**config.mk**
```make
export PLATFORM = sky130hd
export DESIGN_NAME = crypto1_key_sched
export DESIGN_NICKNAME = d
export VERILOG_FILES = /design/src/rtl/crypto1_pkg.sv /design/src/rtl/crypto1_key_fifo.sv /design/src/rtl/crypto1_key_sched.sv
export SDC_FILE = /design/constraint.sdc
export NUM_CORES = 1
export LEC_CHECK = 0
export ABC_AREA = 1
export CAP_MARGIN = 10
export CORE_MARGIN = 4
export CORE_UTILIZATION = 35
export CTS_CLUSTER_SIZE = 20
export DETAILED_ROUTE_END_ITERATION = 7
export HOLD_SLACK_MARGIN = 0.02
export SLEW_MARGIN = 40
export SYNTH_ARGS = -nofsm -noshare
export SYNTH_HDL_FRONTEND = slang
export SYNTH_SLANG_ARGS = --single-unit
```
**constraint.sdc**
```tcl
create_clock -name CLK -period 4 [get_ports CLK]
set_input_delay 0.8 -clock CLK [delete_from_list [all_inputs] [get_ports CLK]]
set_output_delay 0.8 -clock CLK [all_outputs]
set_load 0.01 [all_outputs]
```
**src/rtl/crypto1_pkg.sv**
```systemverilog
// rtl/crypto1_pkg.sv - shared constants and state type for the Crypto1 key scheduler
package crypto1_pkg;
    localparam int CRYPTO1_KEY_W       = 48;
    localparam int CRYPTO1_LOAD_CYCLES = 2;

    typedef enum logic [2:0] {
        IDLE,
        LOAD,
        RUN,
        DRAIN,
        FINISH
    } crypto1_sched_state_t;
endpackage

```
**src/rtl/crypto1_key_fifo.sv**
```systemverilog
// rtl/crypto1_key_fifo.sv - synchronous candidate-key FIFO with flush and occupancy count
module crypto1_key_fifo #(
    parameter int WIDTH = 50,
    parameter int DEPTH = 8
) (
    input  logic                   clk,
    input  logic                   reset,
    input  logic                   flush,
    input  logic                   wr_en,
    input  logic [WIDTH-1:0]       wr_data,
    input  logic                   rd_en,
    output logic [WIDTH-1:0]       rd_data,
    output logic                   full,
    output logic                   empty,
    output logic [$clog2(DEPTH):0] count
);
    localparam int AW = $clog2(DEPTH);

    logic [WIDTH-1:0] mem [DEPTH];
    logic [AW-1:0]    wr_ptr;
    logic [AW-1:0]    rd_ptr;
    logic             do_wr;
    logic             do_rd;

    assign full    = (count == (AW+1)'(DEPTH));
    assign empty   = (count == '0);
    assign do_wr   = wr_en && !full;
    assign do_rd   = rd_en && !empty;
    // Head reads as zero when empty so the outputs are clean straight out of reset.
    assign rd_data = empty ? '0 : mem[rd_ptr];

    always_ff @(posedge clk) begin
        if (do_wr) begin
            mem[wr_ptr] <= wr_data;
        end
    end

    always_ff @(posedge clk) begin
        if (reset || flush) begin
            wr_ptr <= '0;
            rd_ptr <= '0;
            count  <= '0;
        end else begin
            if (do_wr) wr_ptr <= wr_ptr + AW'(1);
            if (do_rd) rd_ptr <= rd_ptr + AW'(1);
            case ({do_wr, do_rd})
                2'b10:   count <= count + (AW+1)'(1);
                2'b01:   count <= count - (AW+1)'(1);
                default: count <= count;
            endcase
        end
    end
endmodule

```
**src/rtl/crypto1_key_sched.sv**
```systemverilog
// rtl/crypto1_key_sched.sv - run controller and round-robin key arbiter for Crypto1 cores
// Optional candidate counter on KEY_COUNT: define CRYPTO1_SCHED_KEY_COUNT_EN
module crypto1_key_sched
    import crypto1_pkg::*;
#(
    parameter int NCORES     = 4,
    parameter int FIFO_DEPTH = 8
) (
    input  logic                              CLK,
    input  logic                              RESET,
    input  logic                              START,
    input  logic                              ABORT,
    input  logic [CRYPTO1_KEY_W-1:0]          BITSTREAM,
    output logic [CRYPTO1_KEY_W-1:0]          CORE_BITSTREAM,
    output logic                              CORE_RESETn,
    input  logic [NCORES*CRYPTO1_KEY_W-1:0]   CORE_KEY,
    input  logic [NCORES-1:0]                 CORE_VALID,
    output logic [NCORES-1:0]                 CORE_READY,
    input  logic [NCORES-1:0]                 CORE_DONE,
    output logic [CRYPTO1_KEY_W-1:0]          KEY_DATA,
    output logic [$clog2(NCORES)-1:0]         KEY_SRC,
    output logic                              KEY_VALID,
    input  logic                              KEY_READY,
    output logic                              BUSY,
    output logic                              DONE,
    output logic [15:0]                       KEY_COUNT
);
    localparam int IDX_W = $clog2(NCORES);
    localparam int CNT_W = $clog2(FIFO_DEPTH) + 1;
    localparam int ENT_W = CRYPTO1_KEY_W + IDX_W;

    crypto1_sched_state_t     state;
    logic [1:0]               load_cnt;
    logic [NCORES-1:0]        done_seen;
    logic [NCORES-1:0]        done_all;
    logic [IDX_W-1:0]         rr_ptr;
    logic [IDX_W-1:0]         grant_idx;
    logic [IDX_W:0]           cand;
    logic                     grant_any;
    logic [CRYPTO1_KEY_W-1:0] grant_key;
    logic                     fifo_full;
    logic                     fifo_empty;
    logic [CNT_W-1:0]         fifo_count;
    logic [ENT_W-1:0]         fifo_rdata;

    assign done_all = done_seen | CORE_DONE;

    // First requester at or after rr_ptr, wrapping modulo NCORES.
    always_comb begin
        grant_any = 1'b0;
        grant_idx = '0;
        cand      = '0;
        if (state == RUN && !fifo_full) begin
            for (int k = 0; k < NCORES; k++) begin
                cand = {1'b0, rr_ptr} + (IDX_W+1)'(k);
                if (cand >= (IDX_W+1)'(NCORES)) cand = cand - (IDX_W+1)'(NCORES);
                if (!grant_any && CORE_VALID[cand[IDX_W-1:0]]) begin
                    grant_any = 1'b1;
                    grant_idx = cand[IDX_W-1:0];
                end
            end
        end
    end

    always_comb begin
        CORE_READY = '0;
        grant_key  = '0;
        if (grant_any) CORE_READY[grant_idx] = 1'b1;
        for (int k = 0; k < NCORES; k++) begin
            if (grant_idx == IDX_W'(k)) grant_key = CORE_KEY[k*CRYPTO1_KEY_W +: CRYPTO1_KEY_W];
        end
    end

    always_ff @(posedge CLK) begin
        if (RESET) begin
            rr_ptr <= '0;
        end else if (grant_any) begin
            rr_ptr <= (grant_idx == IDX_W'(NCORES-1)) ? '0 : grant_idx + IDX_W'(1);
        end
    end

    crypto1_key_fifo #(
        .WIDTH (ENT_W),
        .DEPTH (FIFO_DEPTH)
    ) u_fifo (
        .clk     (CLK),
        .reset   (RESET),
        .flush   (ABORT),
        .wr_en   (grant_any),
        .wr_data ({grant_idx, grant_key}),
        .rd_en   (KEY_READY),
        .rd_data (fifo_rdata),
        .full    (fifo_full),
        .empty   (fifo_empty),
        .count   (fifo_count)
    );

    assign KEY_VALID = !fifo_empty;
    assign KEY_DATA  = fifo_rdata[CRYPTO1_KEY_W-1:0];
    assign KEY_SRC   = fifo_rdata[ENT_W-1:CRYPTO1_KEY_W];

    always_ff @(posedge CLK) begin
        if (RESET) begin
            state          <= IDLE;
            load_cnt       <= '0;
            done_seen      <= '0;
            CORE_BITSTREAM <= '0;
            CORE_RESETn    <= 1'b0;
            BUSY           <= 1'b0;
            DONE           <= 1'b0;
        end else if (ABORT) begin
            state       <= IDLE;
            CORE_RESETn <= 1'b0;
            BUSY        <= 1'b0;
            DONE        <= 1'b0;
        end else begin
            case (state)
                IDLE: if (START) begin
                    state          <= LOAD;
                    CORE_BITSTREAM <= BITSTREAM;
                    done_seen      <= '0;
                    load_cnt       <= '0;
                    BUSY           <= 1'b1;
                end
                LOAD: if (load_cnt == 2'(CRYPTO1_LOAD_CYCLES-1)) begin
                    state       <= RUN;
                    CORE_RESETn <= 1'b1;
                end else begin
                    load_cnt <= load_cnt + 2'd1;
                end
                RUN: begin
                    done_seen <= done_all;
                    if (&done_all && CORE_VALID == '0) begin
                        state       <= DRAIN;
                        CORE_RESETn <= 1'b0;
                    end
                end
                DRAIN: if (fifo_count == '0) begin
                    state <= FINISH;
                    DONE  <= 1'b1;
                end
                FINISH: begin
                    state <= IDLE;
                    DONE  <= 1'b0;
                    BUSY  <= 1'b0;
                end
                default: state <= IDLE;
            endcase
        end
    end

`ifdef CRYPTO1_SCHED_KEY_COUNT_EN
    logic [15:0] key_count;

    always_ff @(posedge CLK) begin
        if (RESET) begin
            key_count <= '0;
        end else if (state == IDLE && START && !ABORT) begin
            key_count <= '0;
        end else if (grant_any && key_count != 16'hFFFF) begin
            key_count <= key_count + 16'd1;
        end
    end

    assign KEY_COUNT = key_count;
`else
    assign KEY_COUNT = '0;
`endif
endmodule

```
Word level (Yosys, flattened, before mapping)
Memories as Yosys holds them, arrays and structs flattened. A register that Yosys moved wholly into a read port is not among the register bits.
Cells that the tools add are included.
{"block": "op_classes", "addsub": 13, "order_cmp": 10, "n_eq_ne": 16, "mux": 60, "n_bitwise": 2, "n_reduce_logical": 33}
{"operator": "two-way mux 48 bit", "count": 4}
{"operator": "two-way mux 50 bit", "count": 1}
{"operator": "two-way mux 2 bit", "count": 16}
{"operator": "two-way mux 1 bit", "count": 19}
{"operator": "two-way mux 3 bit", "count": 6}
{"operator": "one-hot mux 4 bit (2 select lines)", "count": 2}
{"operator": "< comparator 2 x 3 -> 1 bit (second input constant)", "count": 5}
{"operator": "one-hot mux 3 bit (4 select lines)", "count": 1}
{"operator": "AND reduction 4 bit", "count": 3}
{"operator": "nonzero test 2 bit", "count": 6}
{"operator": ">= comparator 3 bit (second input constant)", "count": 3}
{"operator": "AND reduction 3 bit", "count": 3}
{"operator": "binary-select mux 1 bit (select 2 bit)", "count": 4}
{"operator": "logical AND 1 bit", "count": 8}
{"operator": "logical NOT 4 bit", "count": 2}
{"operator": "two-way mux 4 bit", "count": 2}
{"operator": "subtractor 2 x 1 -> 2 bit (second input constant)", "count": 4}
{"operator": "adder 2 x 2 -> 3 bit (second input constant)", "count": 2}
{"operator": "adder 3 x 1 -> 3 bit (second input constant)", "count": 2}
{"operator": "equality test 2 x 1 -> 1 bit (second input constant)", "count": 3}
{"operator": "equality test 2 bit (second input constant)", "count": 3}
{"operator": "equality test 3 x 2 -> 1 bit (second input constant)", "count": 2}
{"operator": "!= test 2 bit (second input constant)", "count": 3}
{"operator": "one-hot mux 1 bit (2 select lines)", "count": 3}
{"operator": "other kinds (20)", "count": 27}
{"block": "totals", "ff_bits": 72, "ram_bits": 400, "inputBits": 253, "out_inout_bits": 122, "wordCells": 146, "mem_count": 1}
{"name": "u_fifo.mem", "words": 8, "width": 50, "read_ports": 1, "rd_clocked_by_memory_dff": 1, "wr": 1, "line_no": "crypto1_key_fifo.sv:19", "rtl": "logic [WIDTH-1:0] mem [DEPTH];"}

Longest topological paths before layout
Gate-level depths: netlist (run 1).
{"block": "logic_depth", "depth_word": 25, "mapped_depth": 20, "ltp_nobuf": 17}

By module
From an unflattened synthesis (run 1), not the netlist that was laid out.
{"block": "hier_totals", "hier_cells": 2005, "area_unflattened_um2": 20532.2}
{"mod": "crypto1_key_fifo", "instances": 1, "cells_each": 1281, "area_each_um2": 16311.9, "seq_area_each_um2": 12271.8}
{"mod": "crypto1_key_sched", "instances": 1, "cells_each": 724, "area_each_um2": 4220.3, "seq_area_each_um2": 1241.2}

Worst setup path after synthesis (run 1)
Ideal clock, no wire load.
{"block": "synth_path", "kind": "input -> register", "start": "in CORE_VALID[0]", "end": "mem u_fifo.mem[0][0], enable pin", "setup_time_ps": 458, "arrival_time_ps": 3352, "required_time_ps": 3542, "slack_ps": 190, "stages": 6, "n_path_buf": 0, "path_cell_list": "inv_1 nand2_1 nor2_1 nor2_4 nand2_1 nor2_1"}
{"block": "synth_via", "elab_chain_cells": 19, "elab_cells_between_ends": 25, "classes_between": "18 x mux; 7 x reduce/logical"}
{"element": "start: declaration", "line_no": "crypto1_key_sched.sv:17", "rtl": "input logic [NCORES-1:0] CORE_VALID,"}
{"element": "binary-select mux 1 bit (select 2 bit)", "line_no": "crypto1_key_sched.sv:57", "rtl": "if (!grant_any && CORE_VALID[cand[IDX_W-1:0]]) begin"}
{"element": "two-way mux 1 bit (implied by the code)", "line_no": "crypto1_key_sched.sv:57"}
{"element": "two-way mux 1 bit", "line_no": "crypto1_key_sched.sv:57"}
{"element": "two-way mux 1 bit", "line_no": "crypto1_key_sched.sv:53", "rtl": "if (state == RUN && !fifo_full) begin"}
{"element": "logical NOT 1 bit", "line_no": "crypto1_key_sched.sv:57"}
{"element": "logical AND 1 bit", "line_no": "crypto1_key_sched.sv:57"}
{"element": "two-way mux 1 bit", "line_no": "crypto1_key_sched.sv:57"}
{"element": "two-way mux 1 bit", "line_no": "crypto1_key_sched.sv:53"}
{"element": "[... 3 more ...]"}
{"element": "two-way mux 1 bit", "line_no": "crypto1_key_sched.sv:53"}
{"element": "logical NOT 1 bit", "line_no": "crypto1_key_sched.sv:57"}
{"element": "logical AND 1 bit", "line_no": "crypto1_key_sched.sv:57"}
{"element": "two-way mux 1 bit (*)", "line_no": "crypto1_key_sched.sv:57"}
{"element": "two-way mux 1 bit (*)", "line_no": "crypto1_key_sched.sv:53"}
{"element": "logical AND 1 bit (*)", "line_no": "crypto1_key_fifo.sv:27", "rtl": "assign do_wr = wr_en && !full;"}
{"element": "two-way mux 1 bit (*)", "line_no": "crypto1_key_fifo.sv:33", "rtl": "if (do_wr) begin"}
{"element": "two-way mux 1 bit (implied by the code) (*)", "line_no": "crypto1_key_fifo.sv:34", "rtl": "mem[wr_ptr] <= wr_data;"}
{"element": "end: declaration", "line_no": "crypto1_key_fifo.sv:19"}
Mark *: on every way between the ends. The rest lies on a longest branch, timed or not. The select of a mux whose other input is x is not followed.

Worst setup path in the final report (run 1)
{"block": "layout_path", "start": "in CORE_VALID[1]", "end": "out CORE_READY[0]"}
{"block": "layout_via", "elab_chain_cells": 21, "elab_cells_between_ends": 33, "classes_between": "2 x order compare; 24 x mux; 7 x reduce/logical"}
{"element": "binary-select mux 1 bit (select 2 bit)", "line_no": "crypto1_key_sched.sv:57"}
{"element": "two-way mux 1 bit (implied by the code)", "line_no": "crypto1_key_sched.sv:57"}
{"element": "two-way mux 1 bit", "line_no": "crypto1_key_sched.sv:57"}
{"element": "two-way mux 1 bit", "line_no": "crypto1_key_sched.sv:53"}
{"element": "logical NOT 1 bit", "line_no": "crypto1_key_sched.sv:57"}
{"element": "logical AND 1 bit", "line_no": "crypto1_key_sched.sv:57"}
{"element": "two-way mux 1 bit", "line_no": "crypto1_key_sched.sv:57"}
{"element": "two-way mux 1 bit", "line_no": "crypto1_key_sched.sv:53"}
{"element": "[... 5 more ...]"}
{"element": "logical AND 1 bit", "line_no": "crypto1_key_sched.sv:57"}
{"element": "two-way mux 2 bit", "line_no": "crypto1_key_sched.sv:57"}
{"element": "two-way mux 2 bit", "line_no": "crypto1_key_sched.sv:53"}
{"element": "< comparator 2 x 3 -> 1 bit (implied by the code) / >= comparator 2 x 1 -> 1 bit (equally long branches)", "line_no": "crypto1_key_sched.sv:68", "rtl": "if (grant_any) CORE_READY[grant_idx] = 1'b1;"}
{"element": "logical AND 1 bit (implied by the code)", "line_no": "crypto1_key_sched.sv:68"}
{"element": "two-way mux 1 bit (implied by the code)", "line_no": "crypto1_key_sched.sv:68"}
{"element": "demux 1 bit (select 2 bit)", "line_no": "crypto1_key_sched.sv:68"}
{"element": "two-way mux 4 bit (*)", "line_no": "crypto1_key_sched.sv:68"}
{"element": "end: declaration", "line_no": "crypto1_key_sched.sv:18", "rtl": "output logic [NCORES-1:0] CORE_READY,"}
Marked as above.

==> results.py, run 1 <==
metrics = {
    "cells_and_area": {
        "antenna_cells": 0,
        "fillers": 5288,
        "layout.nets": 2630,
        "drive_gt1_share_pct": 7.782,
        "finalNonFillerCells": 3168,
        "synthToLayoutAreaGrowth_pct": 31.18,
    },
    "timing": {
        "fmax_ghz": 0.2641,
        "hold_viol": 0,
        "fin_crit_ps": 3786,
        "rsz0062_at_grt": "no",
        "relSlewSlack_pct": 42.08,
        "finalCritPeriodShare_pct": 94.66,
        "holdWs_ps": 461.6,
        "setup_viol": 0,
        "fin_tns_setup_ps": 0,
        "worst_pin_slew_ps": 868.8,
        "finalClockSkew_ps": 10.90,
        "slew_viol_final": 0,
    },
    "detailed_routing": {
        "detail_route.vias_per_cell": 5.018,
        "dr.first_iter.drc_count": 918,
        "wirelength_mm": 58.87,
        "dr.pass1.iters": 6,
        "wl_per_cell_um": 18.58,
        "ant_nets": 0,
        "num_vias": 15900,
        "drc": 0,
    },
    "floorplanning": {
        "rows": 88,
        "fp.coreArea_sq_um": 57810,
        "ios": 375,
        "die_area_sq_um": 62480,
        "die-width_um": 250.0,
        "fp.dieH_um": 250.0,
        "start_util_pct": 35.45,
    },
    "yosys": {
        "synthTopCellsByCount": "532 x nor2_1, 400 x edfxtp_1, 327 x o21ai_0",
        "seq_area_frac_synth_pct": 65.95,
        "ys.flop_type": "edfxtp_1",
        "synthTopCellsByArea": "edfxtp_1 59%, nor2_1 9.7%, o21ai_0 8.0%",
        "yosysTopAreaCell": "edfxtp_1",
        "yosysMostFrequentCell": "nor2_1",
        "async_reset_ff_share_pct": 0,
        "yosysWarnings": 0,
        "syn_avg_cell_area_sq_um": 10.26,
        "synth_area_sq_um": 20490,
        "synth_seq_cells": 475,
        "synth_edf_count": 400,
        "netlist_instances": 1997,
        "ys_types": 30,
        "synth_top_area_share_pct": 58.62,
    },
    "pwr": {
        "p_seq_share_pct": 51.6,
        "p_per_area_nw_per_um2": 395.8,
        "combPwrFrac_pct": 8.6,
        "peakVddDrop_mv": 0.3564,
        "p_int_mw": 8.370,
        "swShare_pct": 21.33,
        "total_power_mw": 10.64,
        "p_switching_mw": 2.269,
        "clkPwrFrac_pct": 39.8,
        "power_leakage_nw": 9.484,
    },
    "setup_path": {
        "cp.required_ps": 3200,
        "cp_max_fo": 3,
        "cp-start-kind": "input port",
        "critPathArrivalTime_ps": 2990,
        "cp-end-kind": "output port",
        "crit_type": "in2out",
    },
    "clocking": {
        "cts.path.max_buffers": 3,
        "numCtsBuffers": 49,
        "tritoncts": "built",
        "insertion_delay_ps": 580,
        "clkSinkCount": 475,
        "clk_pin_slew_worst_paths_ps": 50,
        "root_buffer": "clkbuf_16",
        "cts_resized": 0,
        "cts_setup_buffers": 0,
        "htree_levels": 2,
        "cts_hold_buf": 0,
    },
    "placement": {
        "place_inst": 3081,
        "port_buffers": 358,
        "routabilityCongestion": 0.9030,
        "hpwl_mm": 36.45,
    },
    "global_routing": {
        "grt_max_degree": 97,
        "first_global_vias": 15700,
        "grt-ovfl-total": 0,
        "grt_use_total_pct": 18.05,
        "grt_pass1_wl_mm": 89.70,
        "antenna_found_initial": 3,
    },
    "run": {
        "cap_violations": 0,
    },
    "hold_path": {
        "hold_class": "reg2reg",
    },
    "status": {
        "status": "finished, final reports clean",
    },
}
## metrics by stage
step | cell area (sq um) | utilization [%] | setup slack, ps
final | 26880 | 46.50 | 213.6
after global routing | 26880 | 46.50 | 17.18
after floorplan | 20550 | - | 190.0
after detailed placement | 25370 | 43.89 | 41.82
after CTS | 26860 | 46.47 | 28.53
after global placement | 25370 | 43.89 | 73.57
## power by group through the flow
stage          clock, mW  combinational [mW]  sequential, mW
4_1_cts             4.36               0.926            5.49
3_3_place_gp           0               0.908            5.59
6_report            4.23               0.916            5.49
3_5_place_dp           0               0.920            5.59
5_1_grt             4.56                1.01            5.49
2_1_floorplan          0               0.358            5.61
## sequential cells by signal, summed over array words and instances (netlist names), named ones only
| signal | count |
|---|---|
| u_fifo.count | 4 |
| CORE_BITSTREAM | 48 |
| BUSY | 1 |
| load_cnt | 2 |
| u_fifo.mem | 400 |
| CORE_RESETn | 1 |
| rr_ptr | 2 |
| done_seen | 4 |
| u_fifo.rd_ptr | 3 |
| state | 3 |
| u_fifo.wr_ptr | 3 |
| DONE | 1 |
## worst paths after layout
path         cells after the start  slack (ps)             start                end
min reg2reg                      2         460  u_fifo.rd_ptr[2]               flop
max reg2reg                     17         740         rr_ptr[0]  u_fifo.mem[2][19]
max                             14         210     CORE_VALID[1]      CORE_READY[0]
min                              2         460  u_fifo.rd_ptr[2]               flop
## logic make-up after synthesis
kind of cell | Yosys count | synth area share (%)
xor gates and xnor gates | 3 | 0.1283
other | 1 | 0.01830
adders and majority gates | 10 | 0.6106
and+or+nand+nor | 791 | 14.89
AOI/OAI and AO/OA | 523 | 13.71
DFF | 475 | 65.95
buffers and inverters | 194 | 4.702
## worst max-delay path, cell delays in order
cell and delay (ps):
clkdlybuf4s50_1 420, inv_1 90, nand2_1 90, nand3_1 130, nand2_1 90, nor2_2 140, nand3_1 80, nand2_1 60
inv_1 30, nand2_1 110, ha_1 150, inv_1 70, nor2_1 160, clkdlybuf4s50_1 560
## per-layer routing
metal  wire (um)  GRT usage [%]
met1       25100          23.37
met2       27560          29.96
met3        4593          4.554
met4        1575          5.659
met5          41              0
## cell usage in the layout (no fill, tap or decap), types with 2 or more instances in the layout
| cell | count |
|---|---|
| clkbuf_16 | 50 |
| inv_2 | 6 |
| xor2_1 | 2 |
| o21ai_0 | 327 |
| nor2_2 | 2 |
| nor2_1 | 522 |
| edfxtp_1 | 400 |
| dfxtp_4 | 2 |
| o21ai_1 | 79 |
| dlymetal6s2s_1 | 3 |
| nand2_1 | 226 |
| buf_12 | 21 |
| buf_4 | 71 |
| ha_2 | 2 |
| conb_1 | 16 |
| clkinv_2 | 3 |
| buf_6 | 2 |
| clkinv_1 | 11 |
| a21oi_1 | 66 |
| bufinv_16 | 2 |
| dfxtp_1 | 72 |
| ha_1 | 7 |
| o32ai_1 | 50 |
| inv_1 | 37 |
| clkdlybuf4s50_1 | 355 |
| clkbuf_1 | 17 |
| nor2_4 | 12 |
| nand3_1 | 20 |
| nand4_1 | 4 |
| nand2_2 | 2 |
## final cells by class
type	count	area (sq um)	area share, %
Inverter	46	182.7	0.6796
Clock inverter	19	165.2	0.6144
Sequential cell	475	13520	50.30
Tap cell	765	957.2	3.561
Clock buffer	68	1323	4.920
Timing Repair Buffer	452	4567	16.99
Multi-Input combinational cell	1343	6163	22.93
Power figures use the tool's default switching activity.
==> inputs of run 2 (changes only) <==
- CORE_ASPECT_RATIO: unset -> 1.4
==> run 2 against run 1 <==
Compared with the run above: critical path depth decreased by 7; fmax down 0.65%; combinational power rose by 3.3%; sequential cell count is the same; via count rose by 1.9%; final cell count down 0.25%; largest cell class unchanged; highest routed layer unchanged.
==> results.py, run 2 (synthesis gave the netlist of run 1 again) <==
metrics = {
    "floorplanning": {
        "fp.coreArea_sq_um": 57780,
        "ios": 375,
        "start_util_pct": 35.47,
        "fp.dieH_um": 294.3,
        "die_area_sq_um": 62540,
        "die-width_um": 212.5,
        "rows": 104,
    },
    "detailed_routing": {
        "wirelength_mm": 63.61,
        "dr.first_iter.drc_count": 978,
        "detail_route.vias_per_cell": 5.128,
        "wl_per_cell_um": 20.13,
        "drc": 0,
        "ant_nets": 0,
        "num_vias": 16210,
        "dr.pass1.iters": 5,
    },
    "timing": {
        "fin_tns_setup_ps": 0,
        "hold_viol": 0,
        "relSlewSlack_pct": 48.30,
        "finalClockSkew_ps": 16.45,
        "setup_viol": 0,
        "fin_crit_ps": 3811,
        "fmax_ghz": 0.2624,
        "rsz0062_at_grt": "no",
        "worst_pin_slew_ps": 767.3,
        "slew_viol_final": 0,
        "finalCritPeriodShare_pct": 95.28,
    },
    "pwr": {
        "peakVddDrop_mv": 0.2864,
        "p_switching_mw": 2.376,
        "p_per_area_nw_per_um2": 399.9,
        "clkPwrFrac_pct": 40.6,
        "total_power_mw": 10.82,
        "combPwrFrac_pct": 8.7,
        "power_leakage_nw": 9.624,
        "p_int_mw": 8.448,
        "p_seq_share_pct": 50.7,
        "swShare_pct": 21.96,
    },
    "setup_path": {
        "cp-end-kind": "output port",
        "cp-start-kind": "flop",
        "cp.required_ps": 3200,
        "cp_max_fo": 51,
        "crit_type": "reg2out",
        "critPathArrivalTime_ps": 3010,
    },
    "global_routing": {
        "antenna_found_initial": 2,
        "grt-ovfl-total": 0,
        "grt_use_total_pct": 19.17,
        "grt_max_degree": 111,
        "first_global_vias": 16230,
        "grt_pass1_wl_mm": 93.27,
    },
    "cells_and_area": {
        "final_cell_mix": "521 x nor2_1, 400 x edfxtp_1, 354 x clkdlybuf4s50_1",
        "multiInputGateArea_sq_um": 6166,
        "synthToLayoutAreaGrowth_pct": 32.08,
        "reg.largest.list": "u_fifo.mem x400, CORE_BITSTREAM x48",
        "drive_gt1_share_pct": 8.892,
        "fillers": 5295,
        "largest-register": "u_fifo.mem",
        "seq_area_sq_um": 13520,
        "final_common_cell": "nor2_1",
        "largest_reg_flops": 400,
        "final_cell_area_sq_um": 27060,
        "antenna_cells": 0,
        "layout.nets": 2644,
    },
    "hold_path": {
        "hold_class": "reg2reg",
    },
    "clocking": {
        "clkSinkCount": 475,
        "insertion_delay_ps": 570,
        "clk_pin_slew_worst_paths_ps": 60,
        "htree_levels": 2,
        "cts.path.max_buffers": 3,
        "tritoncts": "built",
        "numCtsBuffers": 46,
        "root_buffer": "clkbuf_16",
    },
    "placement": {
        "port_buffers": 358,
        "place_area_sq_um": 25440,
        "routabilityCongestion": 0.8813,
        "hpwl_mm": 40.50,
    },
    "run": {
        "cap_violations": 0,
    },
    "status": {
        "status": "finished, final reports clean",
    },
}
-- run 2: cell types whose count changed in the layout (fill, tap and decap cells not counted), moves of 3 or more --
cell | before | now
buf_4 | 71 | 87
bufinv_16 | 2 | 5
clkbuf_1 | 17 | 5
clkbuf_16 | 50 | 47
clkbuf_8 | 0 | 3
clkinv_2 | 3 | 7
clkinv_4 | 0 | 5
inv_2 | 6 | 3
-- run 2: final cells by class --
class,instances,share of cell area [%]
Sequential cell,475,49.96
Multi-Input combinational cell,1343,22.78
Timing Repair Buffer,469,17.49
Clock buffer,54,4.475
Tap cell,742,3.430
Clock inverter,31,1.179
Inverter,46,0.6750
-- run 2: critical path, stage by stage, from the launching register on --
cell and delay [ps]:
dfxtp_4 490, inv_6 440, buf_12 250, nor2_1 60
o32ai_1 250, nor2_1 70, nor2_1 260, clkdlybuf4s50_1 610
-- run 2: repair_timing --
item | CTS | global route
buffers inserted | 1 | 1
pin swaps | 0 | 0
endpoints found under the setup margin | 15 | 7
gates resized for setup | 3 | 5
cloned | 0 | 1
endpoints found under the hold margin | 0 | 0
hold buffers | 0 | 0
-- run 2: final timing paths --
check	depth (start not counted)	slack, ps	start	to
hold / removal	2	470	CORE_RESETn	CORE_RESETn
setup reg to reg	16	800	rr_ptr[0]	u_fifo.mem[4][23]
setup / recovery	7	190	flop	KEY_DATA[30]
hold reg to reg	2	470	CORE_RESETn	CORE_RESETn
-- run 2: power groups by stage --
stage | registers [mW] | clock network (mW) | logic [mW]
final | 5.49 | 4.39 | 0.946
after global routing | 5.49 | 4.67 | 1.04
after CTS | 5.49 | 4.48 | 0.953
after detailed placement | 5.59 | 0 | 0.945
after global placement | 5.59 | 0 | 0.935
after floorplan | 5.61 | 0 | 0.358
-- run 2: per-layer routing --
metal | part of all wire, % | up-vias | global-route usage [%]
li1 | - | 7682 | -
met1 | 38 | 7789 | 22.33
met2 | 51 | 613 | 34.59
met3 | 7.8 | 120 | 4.483
met4 | 3.3 | 2 | 6.445
met5 | 0.020 | - | 0
-- run 2: metrics by stage --
stage	setup slack, ps	hold WS (ps)	utilization, %	cells
3_5_place_dp	-99.47	455.7	44.03	3072
3_3_place_gp	-82.73	449.2	44.02	3072
5_1_grt	43.65	498.4	46.84	3160
4_1_cts	21.15	470.3	46.74	3158
2_1_floorplan	190.0	433.4	-	2012
6_report	188.7	471.9	46.84	3160
==> inputs of run 3 (changes only) <==
- SLEW_MARGIN: 40 -> unset
==> run 3 against run 2 <==
Compared with the run above: first-iteration DRC count is 5.2% higher; core utilization rose by 0.16 points; global-route usage hardly changed; non-clock buffer count did not move; critical path depth unchanged; fmax is 0.28% lower; wire length hardly changed; clock skew decreased by 1.4 ps; total power increased by 2.1%; worst hold slack got worse by 1.1 ps; register-to-register slack worse by 20 ps; sequential share of layout area down 0.17 points; critical endpoint unchanged.
==> results.py, run 3 (synthesis gave the netlist of run 1 again) <==
metrics = {
    "cells_and_area": {
        "final_cell_mix": "522 x nor2_1, 400 x edfxtp_1, 354 x clkdlybuf4s50_1",
        "finalNonFillerCells": 3163,
        "reg.largest.list": "u_fifo.mem x400, CORE_BITSTREAM x48",
        "fillers": 5229,
        "final_common_cell": "nor2_1",
        "antenna_cells": 0,
        "layout.nets": 2645,
        "largest-register": "u_fifo.mem",
        "drive_gt1_share_pct": 8.963,
        "synthToLayoutAreaGrowth_pct": 32.53,
        "largest_reg_flops": 400,
    },
    "pwr": {
        "swShare_pct": 21.60,
        "p_seq_share_pct": 49.7,
        "clkPwrFrac_pct": 41.8,
        "p_int_mw": 8.661,
        "p_per_area_nw_per_um2": 406.8,
        "power_leakage_nw": 9.666,
        "p_switching_mw": 2.387,
        "peakVddDrop_mv": 0.3272,
        "combPwrFrac_pct": 8.6,
        "total_power_mw": 11.05,
    },
    "detailed_routing": {
        "drc": 0,
        "dr.first_iter.drc_count": 1029,
        "num_vias": 16180,
        "detail_route.vias_per_cell": 5.114,
        "dr.pass1.iters": 5,
        "wirelength_mm": 63.55,
        "ant_nets": 0,
        "wl_per_cell_um": 20.09,
    },
    "setup_path": {
        "crit_end": "KEY_DATA[30]",
        "cp.required_ps": 3200,
        "cp_top_family": "buffers and inverters",
        "critPathArrivalTime_ps": 3020,
        "cp_num_buf_inv": 3,
        "reg2reg_slack_ps": 780,
        "worstRegToRegCells": 18,
        "cp-start-kind": "flop",
        "cp_max_fo": 51,
        "max_stage_delay_ps": 600,
        "crit_top_cell": "nor2_1",
        "rr_startpoint": "rr_ptr[0]",
        "crit_cells": 7,
        "crit_chain": "inv_6 > buf_12 > nor2_1 > o32ai_1 > nor2_1 > nor2_1 > clkdlybuf4s50_1",
        "cp-end-kind": "output port",
        "crit_type": "reg2out",
        "slowest_stage": "clkdlybuf4s50_1",
        "rr_endpoint": "u_fifo.mem[5][20]",
    },
    "global_routing": {
        "antenna_found_initial": 2,
        "grt-ovfl-total": 0,
        "first_global_vias": 16200,
        "grt_pass1_wl_mm": 93.05,
        "grt_max_degree": 111,
        "grt_use_total_pct": 19.15,
    },
    "clocking": {
        "cts.path.max_buffers": 3,
        "htree_levels": 2,
        "numCtsBuffers": 47,
        "tritoncts": "built",
        "clk_pin_slew_worst_paths_ps": 60,
        "clkSinkCount": 475,
        "insertion_delay_ps": 560,
        "cts_hold_buf": 0,
        "root_buffer": "clkbuf_16",
    },
    "floorplanning": {
        "die-width_um": 212.5,
        "fp.dieH_um": 294.3,
        "die_area_sq_um": 62540,
        "fp.coreArea_sq_um": 57780,
        "ios": 375,
        "start_util_pct": 35.47,
        "rows": 104,
    },
    "hold_path": {
        "hold_class": "reg2reg",
    },
    "placement": {
        "port_buffers": 358,
        "hpwl_mm": 40.56,
        "routabilityCongestion": 0.8813,
        "place_inst": 3072,
    },
    "timing": {
        "slew_viol_final": 0,
        "rsz0062_at_grt": "no",
        "finalClockSkew_ps": 15.05,
        "hold_viol": 0,
        "finalCritPeriodShare_pct": 95.55,
        "worst_pin_slew_ps": 878.6,
        "fmax_ghz": 0.2616,
        "relSlewSlack_pct": 41.42,
        "fin_crit_ps": 3822,
        "setup_viol": 0,
    },
    "run": {
        "cap_violations": 0,
    },
    "status": {
        "status": "finished, final reports clean",
    },
}
-- run 3: cell type report --
cell class	instances	area, sq um	share of cell area [%]
multi-input combinational	1343	6163	22.70
sequential	475	13520	49.79
timing repair buffer	469	4731	17.42
inverter	46	180.2	0.6634
clock buffer	55	1257	4.630
clock inverter	33	375.4	1.382
tap	742	928.4	3.419
-- run 3: metal layers --
| layer | global-route usage (%) | wire length [um] |
|---|---|---|
| met1 | 22.44 | 24310 |
| met2 | 34.52 | 32230 |
| met3 | 4.397 | 5037 |
| met4 | 6.382 | 1962 |
| met5 | 0 | 13 |
-- run 3: timing repair --
action | in CTS | in global routing
hold endpoints to repair | 0 | 0
resized for setup | 2 | 5
buffers inserted | 1 | 1
endpoints found under the setup margin | 15 | 8
gates cloned | 0 | 1
-- run 3: worst min-delay path by stage --
stage	startpoint	to	slack [ps]	depth (start not counted)
floorplan	u_fifo.rd_ptr[2]	flop	430	2
global route	BUSY	BUSY	500	2
global placement	u_fifo.rd_ptr[2]	flop	450	2
finish	u_fifo.rd_ptr[2]	flop	470	2
CTS	u_fifo.rd_ptr[2]	flop	470	2
detailed placement	u_fifo.rd_ptr[2]	flop	460	2
-- run 3: power by group through the flow --
stage | clock [mW] | sequential (mW) | combinational [mW]
5_1_grt | 4.91 | 5.49 | 1.04
3_5_place_dp | 0 | 5.59 | 0.945
6_report | 4.62 | 5.49 | 0.945
2_1_floorplan | 0 | 5.61 | 0.358
4_1_cts | 4.71 | 5.49 | 0.953
3_3_place_gp | 0 | 5.59 | 0.935
-- run 3: stage by stage --
stage / hold slack, ps / worst slack [ps] / utilization [%] / cell area [sq um] / TNS [ps]
detailed placement: 457.6 / -102.5 / 44.02 / 25430 / -102.5
floorplan: 433.4 / 190.0 / - / 20550 / 0
global placement: 449.2 / -82.73 / 44.02 / 25430 / -82.73
finish: 470.7 / 178.0 / 47.00 / 27160 / 0
CTS: 469.2 / 10.06 / 46.90 / 27090 / 0
global route: 496.9 / 2.874 / 47.00 / 27160 / 0
-- run 3: worst reg2reg max path, stage by stage, from the launching register on --
cell and delay [ps]:
dfxtp_1 550, inv_4 120, nand2_1 90, nand2_1 100, nand2_1 120, nand2_1 80
nor2_2 120, nand3_1 80, nand3_1 80, nand2_1 110, inv_1 160, ha_2 230
buf_12 250, buf_4 270, a21oi_1 60, nand2_1 80, o21ai_0 70, o21ai_0 320
buf_4 220
